$ cat src/rtl/fifo_pkg.sv
// fifo_pkg: shared FIFO defaults and Gray-code helper for the write domain
package fifo_pkg;
  localparam int DATA_WIDTH_DEF = 16;
  localparam int ADDR_SIZE_DEF = 6;
  localparam int FIFO_DEPTH = 2 ** ADDR_SIZE_DEF;
  localparam int AFULL_THRESH_DEF = 56;
  localparam int DROP_CNT_W_DEF = 16;
  function automatic logic [ADDR_SIZE_DEF:0] gray2bin_f(input logic [ADDR_SIZE_DEF:0] g);
    logic [ADDR_SIZE_DEF:0] b;
    b = '0;
    for (int i = 0; i <= ADDR_SIZE_DEF; i++) b[i] = ^(g >> i);
    return b;
  endfunction
endpackage

$ cat src/rtl/gray2bin.sv
// gray2bin: combinational Gray-to-binary pointer conversion
module gray2bin import fifo_pkg::*; #(
  parameter int WIDTH = ADDR_SIZE_DEF + 1
) (
  input  logic [WIDTH-1:0] gray,
  output logic [WIDTH-1:0] bin
);
  for (genvar i = 0; i < WIDTH; i++) begin : g_bit
    assign bin[i] = ^gray[WIDTH-1:i];
  end
endmodule

$ cat src/rtl/fifo_wr_ingress.sv
// fifo_wr_ingress: skid-buffered write ingress with fill level and drop statistics
module fifo_wr_ingress import fifo_pkg::*; #(
  parameter int DATA_WIDTH = DATA_WIDTH_DEF,
  parameter int ADDR_SIZE = ADDR_SIZE_DEF,
  parameter int AFULL_THRESH = AFULL_THRESH_DEF,
  parameter int DROP_CNT_W = DROP_CNT_W_DEF
) (
  input  logic                  wclk,
  input  logic                  wrst_n,
  input  logic                  s_valid,
  output logic                  s_ready,
  input  logic [DATA_WIDTH-1:0] s_data,
  input  logic                  s_drop_en,
  input  logic                  clr_stats,
  output logic                  winc,
  output logic [DATA_WIDTH-1:0] wdata,
  input  logic                  wfull,
  input  logic [ADDR_SIZE:0]    wptr,
  input  logic [ADDR_SIZE:0]    wq2_rptr,
  output logic [ADDR_SIZE:0]    wlevel,
  output logic                  walmost_full,
  output logic [DROP_CNT_W-1:0] drop_cnt,
  output logic                  overflow_sticky
);
  localparam int PW = ADDR_SIZE + 1;
  logic                  out_valid, skid_valid;
  logic [DATA_WIDTH-1:0] out_data, skid_data;
  logic                  xfer, acc, drop, out_free;
  logic [PW-1:0]         wbin, rbin, level_n;
  gray2bin #(.WIDTH(PW)) u_wbin (.gray(wptr), .bin(wbin));
  gray2bin #(.WIDTH(PW)) u_rbin (.gray(wq2_rptr), .bin(rbin));
  assign winc     = out_valid;
  assign wdata    = out_data;
  assign xfer     = out_valid & ~wfull;
  assign out_free = ~out_valid | xfer;
  assign s_ready  = s_drop_en | ~skid_valid;
  assign acc      = s_valid & ~skid_valid;
  assign drop     = s_drop_en & s_valid & skid_valid;
  assign level_n  = wbin - rbin;
  // output register: skid drains first to keep order, else a new sample, else it empties
  always_ff @(posedge wclk or negedge wrst_n)
    if (!wrst_n) begin
      out_valid <= 1'b0;
      out_data  <= '0;
    end else if (xfer & skid_valid) begin
      out_valid <= 1'b1;
      out_data  <= skid_data;
    end else if (acc & out_free) begin
      out_valid <= 1'b1;
      out_data  <= s_data;
    end else if (xfer) begin
      out_valid <= 1'b0;
    end
  // skid register catches a sample when the output register stays occupied
  always_ff @(posedge wclk or negedge wrst_n)
    if (!wrst_n) begin
      skid_valid <= 1'b0;
      skid_data  <= '0;
    end else if (acc & ~out_free) begin
      skid_valid <= 1'b1;
      skid_data  <= s_data;
    end else if (xfer) begin
      skid_valid <= 1'b0;
    end
  // pessimistic fill level from the synchronised pointers, modular subtract handles wrap
  always_ff @(posedge wclk or negedge wrst_n)
    if (!wrst_n) begin
      wlevel       <= '0;
      walmost_full <= 1'b0;
    end else begin
      wlevel       <= level_n;
      walmost_full <= level_n >= PW'(AFULL_THRESH);
    end
  // drop statistics: clear wins over increment but still counts a same-cycle drop
  always_ff @(posedge wclk or negedge wrst_n)
    if (!wrst_n) begin
      drop_cnt        <= '0;
      overflow_sticky <= 1'b0;
    end else if (clr_stats) begin
      drop_cnt        <= DROP_CNT_W'(drop);
      overflow_sticky <= drop;
    end else if (drop) begin
      drop_cnt        <= (&drop_cnt) ? drop_cnt : drop_cnt + 1'b1;
      overflow_sticky <= 1'b1;
    end
endmodule

$ cat config.mk
export PLATFORM = sky130hd
export DESIGN_NAME = fifo_wr_ingress
export DESIGN_NICKNAME = d
export VERILOG_FILES = /design/src/rtl/fifo_pkg.sv /design/src/rtl/gray2bin.sv /design/src/rtl/fifo_wr_ingress.sv
export SDC_FILE = /design/constraint.sdc
export NUM_CORES = 1
export LEC_CHECK = 0
export CAP_MARGIN = 15
export CORE_MARGIN = 2
export CORE_UTILIZATION = 50
export DETAILED_ROUTE_END_ITERATION = 16
export GPL_TIMING_DRIVEN = 0
export PLACE_DENSITY = 0.79
export SYNTH_ARGS = -nofsm -noshare
export SYNTH_HDL_FRONTEND = slang
export SYNTH_SLANG_ARGS = --single-unit
export TNS_END_PERCENT = 30
$ cat constraint.sdc
create_clock -name wclk -period 5.7 [get_ports wclk]
set_input_delay 0.57 -clock wclk [delete_from_list [all_inputs] [get_ports wclk]]
set_output_delay 0.57 -clock wclk [all_outputs]
set_load 0.005 [all_outputs]
== Yosys cells after proc, flatten, opt, wreduce, memory -nomap -nowiden ==
Index checks and enable logic that the tools add are counted.
Widths: inputs -> output; s select.

* Flip-flop bits (word level): 59
* Input port bits: 36
* Output and inout port bits: 43
* Word-level logic and storage cells: 54

* Add/sub/neg operators: 2
* $lt $le $gt $ge: 1
* Eq/ne operators: 1
* Muxes and demuxes: 11
* Bitwise logic cells: 13
* Reductions and logical operators: 18

{| class="wikitable"
|+ Operators by type and width
! kind !! count
|-
| $mux 16 || 5
|-
| $add 16x1->16 const B || 1
|-
| $reduce_and 16->1 || 1
|-
| $reduce_xor 7->1 || 2
|-
| $reduce_xor 6->1 || 2
|-
| $reduce_xor 5->1 || 2
|-
| $reduce_xor 4->1 || 2
|-
| $and 1x1->1 || 7
|-
| $ge 7x6->1 const B || 1
|-
| $sub 7x7->7 || 1
|-
| $mux 1 || 6
|-
| $reduce_bool 2->1 || 3
|-
| $reduce_xor 3->1 || 2
|-
| $not 1->1 || 4
|-
| $reduce_xor 2->1 || 2
|-
| $reduce_bool 3->1 || 1
|-
| $ne 2x2->1 const B || 1
|-
| $or 1x1->1 || 2
|-
| $reduce_and 2->1 || 1
|}

== Depth between registers and ports, before layout ==
Gate-level depths: netlist of the first run.

* Depth after elaboration: 6
* Mapped depth: 12
* Depth with buffers taken out: 12

== Modules after synthesis ==
A second synthesis of the first run with hierarchy kept.

* Cells, all modules: 292
* Area total of the unflattened synthesis: 3,176.8 um^2

{| class="wikitable"
|+ By module, submodules not included
! module !! instances !! cells an instance !! area each (um^2) !! sequential area each (um^2)
|-
| fifo_wr_ingress || 1 || 270 || 2,936.6 || 1,476.4
|-
| gray2bin || 2 || 11 || 120.1 || 0.0
|}

== Least setup slack after synthesis of the first run ==
Ideal clock, no wire load.

* Path type: input -> register
* Start point: input port wptr[6]
* End point: register walmost_full
* Library setup time: 0.101 ns
* Data arrival time: 2.963 ns
* Data required time: 5.599 ns
* Slack: 2.637 ns
* Stages: 12
* Buffers on the path: 0
* Path through: xor3_2 xor2_2 xnor2_2 xor2_2 xor2_1 ha_1 fa_1 nor2b_1 o31a_1 o21ai_0 and3_1 o32ai_1

* Cells in the longest elaborated chain, start to end: 3
* Elaborated cells on any way between the ends: 8
* Classes of those cells: 1 x add/sub; 1 x order compare; 6 x reduce/logical

{| class="wikitable"
|+ Ends and longest elaborated chain
! element !! line !! source
|-
| start: declaration || fifo_wr_ingress.sv:18 || <nowiki>input logic [ADDR_SIZE:0] wptr,</nowiki>
|-
| $reduce_xor 7->1 (tied with other cells) || gray2bin.sv:9 || <nowiki>assign bin[i] = ^gray[WIDTH-1:i];</nowiki>
|-
| $sub 7x7->7 * || fifo_wr_ingress.sv:39 || <nowiki>assign level_n = wbin - rbin;</nowiki>
|-
| $ge 7x6->1 * || fifo_wr_ingress.sv:72 || <nowiki>walmost_full <= level_n >= PW'(AFULL_THRESH);</nowiki>
|-
| end signal: assignment || fifo_wr_ingress.sv:72 ||
|-
| end: declaration || fifo_wr_ingress.sv:21 || <nowiki>output logic walmost_full,</nowiki>
|}

Every way passes the cells marked *; elsewhere a longest branch is shown, timed or not.
A chain may end at the register's enable or synchronous reset.

== Final worst setup path of the first run ==
Ends and elaborated chain as after synthesis.

==> flow_summary.ini, run 1 <==
[setup_path]
start_kind = input port
crit_required_ns = 5.93
startpoint = wptr[6]
cp_max_fo = 3
worstPathArrival_ns = 3.77
r2r_cells = 7
criticalPathCategory = in -> reg
rrSetupSlack_ns = 3.58
timing.rr.end = drop_cnt[0]
r2r-start = drop_cnt[0]
cp-end-kind = register

[place]
post-place-ws_ns = 1.83
post_dp_cell_area_um2 = 3870
finalWeightedCongestion = 0.838
numPortBuffers = 78
hpwlAfterDp_um = 4600
dp.cells = 420

[pwr]
p_leak_uw = 0.00180
power_uw = 1640
ir_drop_mv = 0.222
powerDensity_nw_per_um2 = 404

[synth]
synth_edf_count = 0
post-synth-top-area-cell = dfrtp_1
synthFlopType = dfrtp_1
synth_fp_nets = 310
ys_ff_latch = 59
synthTopCellsByArea = dfrtp_1 (49%), mux2_2 (6.0%), mux2i_1 (5.7%)
netlist_instances = 266
yosysUniqueCellTypes = 47
mappedNetlistArea_um2 = 2980
synth-seq-area-share_pct = 49.5
ys_warn_count = 0
avgSynthCellArea_um2 = 11.2
async_flop_share_pct = 100
synth_top_area_share_pct = 49.5

[timing]
setup_tns_ns = 0
fmax_ghz = 0.282
drv_slew = 0
finalSetupViolCount = 0
clock_skew_ns = 0.00707
hold_violations = 0
fin_crit_sh_pct = 62.1
worst_slew_pin_slew_ns = 0.598
relSlewSlack_pct = 60.1
rsz0062_at_grt = false
setup_slack_ns = 2.16
min_period_ns = 3.54

[grt]
grt_usage_pct = 19.9
grt_overflow_total = 0
grt_pass1_wl_um = 9760
grt_max_degree = 42
grt_pass1_vias = 2119
antenna_found_initial = 0

[floorplan]
die_h_um = 81.2
dieArea_um2 = 6600
ioPinCount = 79
fp.coreArea_um2 = 5850
initial_core_util_pct = 51.0
rows = 28
dieWidth_um = 81.2

[clock_network]
cts_hold_buf = 0
clk_latency_ns = 0.33
clkTransAtPathRegs_ns = 0.06
cts_tree = done
htreeDepth = 3
clockBufferDepth = 2
cts_made_buffers = 9
ctsRootBufferMaster = clkbuf_8
cts_setup_buffers = 0
cts.sinks = 59
ctsResizeCount = 0

[cells_and_area]
layout-drive-gt1-share_pct = 13.9
fin_cells = 435
syn_to_final_growth_pct = 35.9
final_design_area_no_fill_um2 = 4050
multi_input_area_um2 = 1430
antenna_cells = 0
fillers = 441
fin_nets = 400
regArea_um2 = 1480

[drt]
drt_iter0_markers = 108
firstDrtPassIters = 4
drcViolationCount = 0
wl_per_cell_um = 14.1
via_per_inst = 5.19
wl_um = 6140
detail-route-antenna-nets = 0
num_vias = 2259

[outcome]
status = finished, final reports clean

[min_path]
hp-class = in -> async

[flow_run]
drv_cap = 0
-- registers in the layout, indices dropped and copies added (netlist names) --
signal,count
drop_cnt,16
overflow_sticky,1
skid_data,16
skid_valid,1
walmost_full,1
wdata,16
winc,1
wlevel,7
-- worst max path at each step --
stage	cells after the start	endpoint
after floorplan	12	walmost_full
after global placement	13	walmost_full
after detailed placement	13	walmost_full
after CTS	13	walmost_full
after global routing	13	walmost_full
final	13	walmost_full
-- critical path, stage by stage --
cell	delay [ns]
clkdlybuf4s50_1	0.53
xor3_2	0.50
xor2_2	0.19
xnor2_2	0.20
xor2_2	0.25
xor2_1	0.11
ha_1	0.23
fa_1	0.40
nor2b_1	0.18
o31a_1	0.17
o21ai_0	0.10
and3_1	0.21
o32ai_1	0.12
-- cell usage in the layout, fill, tap and decap left out, types with 7 or more instances in the layout --
cell / n
o21ai_0: 23
dfrtp_1: 59
ha_1: 7
mux2i_1: 17
clkbuf_8: 9
xor2_1: 8
xnor2_1: 8
inv_1: 11
mux2_2: 16
clkdlybuf4s50_1: 77
nand2_1: 25
a21oi_1: 8
nor2_1: 18
nand3_1: 7
-- synth_stat cells, drive strengths merged, types with 2 or more instances --
library cell / n
dfrtp: 59
nand2: 26
o21ai: 23
nor2: 18
mux2i: 17
mux2: 16
xor2: 13
inv: 11
xnor2: 9
a21oi: 8
nand3: 8
ha: 7
clkbuf: 5
and3: 4
nand4: 4
buf: 3
nand2b: 3
nor2b: 3
nor4b: 3
nor3b: 2
o21a: 2
o31a: 2
or3: 2
or4: 2
-- stage by stage --
step,hold WS [ns],utilization [%]
detailed placement,0.474,66.2
CTS,0.186,69.3
finish,0.182,69.3
global route,0.206,69.3
floorplan,0.274,-
global placement,0.461,65.9
-- per-layer routing --
metal  vias to the layer above  wire length, um  track usage [%]  part of all wire, %
li1                       1107                -                -                    -
met5                         -                0                0                    0
met1                      1083             2690             25.0                   44
met3                        10              329             6.22                  5.4
met4                         0              102             7.63                  1.7
met2                        59             3020             32.2                   49
-- cells by family (layout without fill, tap and decap cells) --
family                     Yosys count  after routing  synth area share (%)
and+or+nand+nor                     79             79                  14.0
DFF                                 59             59                  49.5
AOI/OAI and AO/OA                   44             44                  8.98
muxes                               33             33                  11.7
xor gates and xnor gates            24             24                  9.61
buffers and inverters               19            113                  2.60
adders and majority gates            8              8                  3.61
-- area by class of cell --
| type | instances | share of cell area, % |
|---|---|---|
| buffer | 8 | 0.895 |
| clock buffer | 9 | 3.06 |
| clock inverter | 6 | 1.42 |
| inverter | 11 | 1.02 |
| multi-input combinational | 188 | 35.2 |
| sequential | 59 | 36.4 |
| tap | 75 | 2.31 |
| timing repair buffer | 79 | 19.6 |
-- where the power goes --
part | internal, uW | switching (uW) | leakage, uW
combinational | 362 | 275 | 0.000968
clock | 196 | 158 | 0.0000946
sequential | 573 | 74.3 | 0.000738
Power figures use the tool's default switching activity.
==> inputs of run 2 (changes only) <==
CORE_UTILIZATION = 49   (was 50)
PLACE_DENSITY = 0.78   (was 0.79)
clock period = 3.6 ns   (was 5.7 ns; I/O delays follow)
==> flow_summary.ini, run 2 (synthesized netlist as in run 1, its figures left out) <==
[place]
numPortBuffers = 78
finalWeightedCongestion = 0.863
hpwlAfterDp_um = 4650
post_dp_cell_area_um2 = 3880

[timing]
clock_skew_ns = 0.00600
hold_violations = 0
finalSetupViolCount = 0
rsz0062_at_grt = false
relSlewSlack_pct = 44.9
min_period_ns = 3.38
fmax_ghz = 0.296
worst_slew_pin_slew_ns = 0.827
fin_crit_sh_pct = 93.8
drv_slew = 0

[clock_network]
cts_hold_buf = 0
clockBufferDepth = 2
htreeDepth = 3
cts_made_buffers = 9
ctsRootBufferMaster = clkbuf_8
cts_tree = done
cts_setup_buffers = 0
cts.sinks = 59
ctsResizeCount = 0
clk_latency_ns = 0.33
clkTransAtPathRegs_ns = 0.07

[drt]
wl_um = 6240
num_vias = 2302
drt_iter0_markers = 136
top_layer = met4
route.met2.wl_um = 3190
drcViolationCount = 0
firstDrtPassIters = 4
m1WireLength_um = 2590
wl_per_cell_um = 14.3
via_per_inst = 5.28
detail-route-antenna-nets = 0
met3WireLength_um = 321

[outcome]
status = finished, final reports clean

[floorplan]
initial_core_util_pct = 50.7
die_h_um = 82.0
dieArea_um2 = 6730
rows = 28
dieWidth_um = 82.0
ioPinCount = 79
fp.coreArea_um2 = 5890

[grt]
grt_max_degree = 36
grt_pass1_wl_um = 10300
grt_pass1_vias = 2305
antenna_found_initial = 0
grt_overflow_total = 0
grt_usage_pct = 20.5

[setup_path]
timing.rr.end = drop_cnt[0]
crit_required_ns = 3.83
cp-end-kind = register
rrSetupSlack_ns = 1.52
r2r_cells = 7
r2r-start = drop_cnt[0]
cp_max_fo = 3
worstPathArrival_ns = 3.61
criticalPathCategory = in -> reg
start_kind = input port

[cells_and_area]
mostFrequentLayoutCell = clkdlybuf4s50_1
syn_to_final_growth_pct = 37.7
fin_nets = 400
layout-drive-gt1-share_pct = 14.1
fillers = 454
final_cell_mix = clkdlybuf4s50_1 (77), dfrtp_1 (59), nand2_1 (25)
multi_input_area_um2 = 1430
final_design_area_no_fill_um2 = 4110
antenna_cells = 0
regArea_um2 = 1480

[min_path]
hp-class = in -> async

[pwr]
p_leak_uw = 0.00183
powerDensity_nw_per_um2 = 659
ir_drop_mv = 0.370
power_uw = 2710

[flow_run]
drv_cap = 0
## run 2: cell count changes in the layout (fill, tap and decap cells not counted), sizes merged
cell      change
clkbuf        +2
bufinv        +1
clkinvlp      -1
clkinv        -1
## run 2: area by class of cell
cell class	instances	share of cell area, %
Multi-Input combinational cell	188	34.8
Tap cell	75	2.29
Clock buffer	11	3.69
Inverter	11	1.01
Sequential cell	59	36.0
Timing Repair Buffer	79	19.6
Buffer	8	0.884
Clock inverter	5	1.83
## run 2: where the power goes
| part | internal [uW] | switching (uW) |
|---|---|---|
| Combinational | 574 | 437 |
| Sequential | 907 | 117 |
| Clock | 424 | 249 |
## run 2: worst max path at each step
stage | to | depth (start not counted) | start
global route | walmost_full | 13 | wptr[6]
floorplan | walmost_full | 12 | wptr[6]
finish | walmost_full | 13 | wptr[6]
global placement | walmost_full | 13 | wptr[6]
CTS | walmost_full | 13 | wptr[6]
detailed placement | walmost_full | 13 | wptr[6]
## run 2: per-layer routing
layer / vias up / GRT usage [%]
li1: 1104 / -
met1: 1117 / 23.8
met2: 67 / 35.1
met3: 14 / 4.95
met4: 0 / 10.7
met5: - / 0
## run 2: per-stage QoR
stage	hold slack [ns]	util [%]	instances	setup WS [ns]	setup TNS, ns
after floorplan	0.0644	-	266	0.747	0
after global placement	0.461	65.5	419	-0.0321	-0.0322
after detailed placement	0.469	65.9	420	-0.0970	-0.157
after CTS	0.145	69.8	436	0.249	0
after global routing	0.185	69.8	436	0.00531	0
final	0.130	69.8	436	0.222	0
## run 2: worst max-delay path, stage by stage
cell	delay [ns]
clkdlybuf4s50_1	0.53
xor3_2	0.50
xor2_2	0.18
xnor2_2	0.20
xor2_2	0.25
xor2_1	0.10
ha_1	0.24
fa_1	0.41
nor2b_1	0.21
o21ai_0	0.13
a21oi_1	0.18
nand2_1	0.09
o32ai_1	0.22
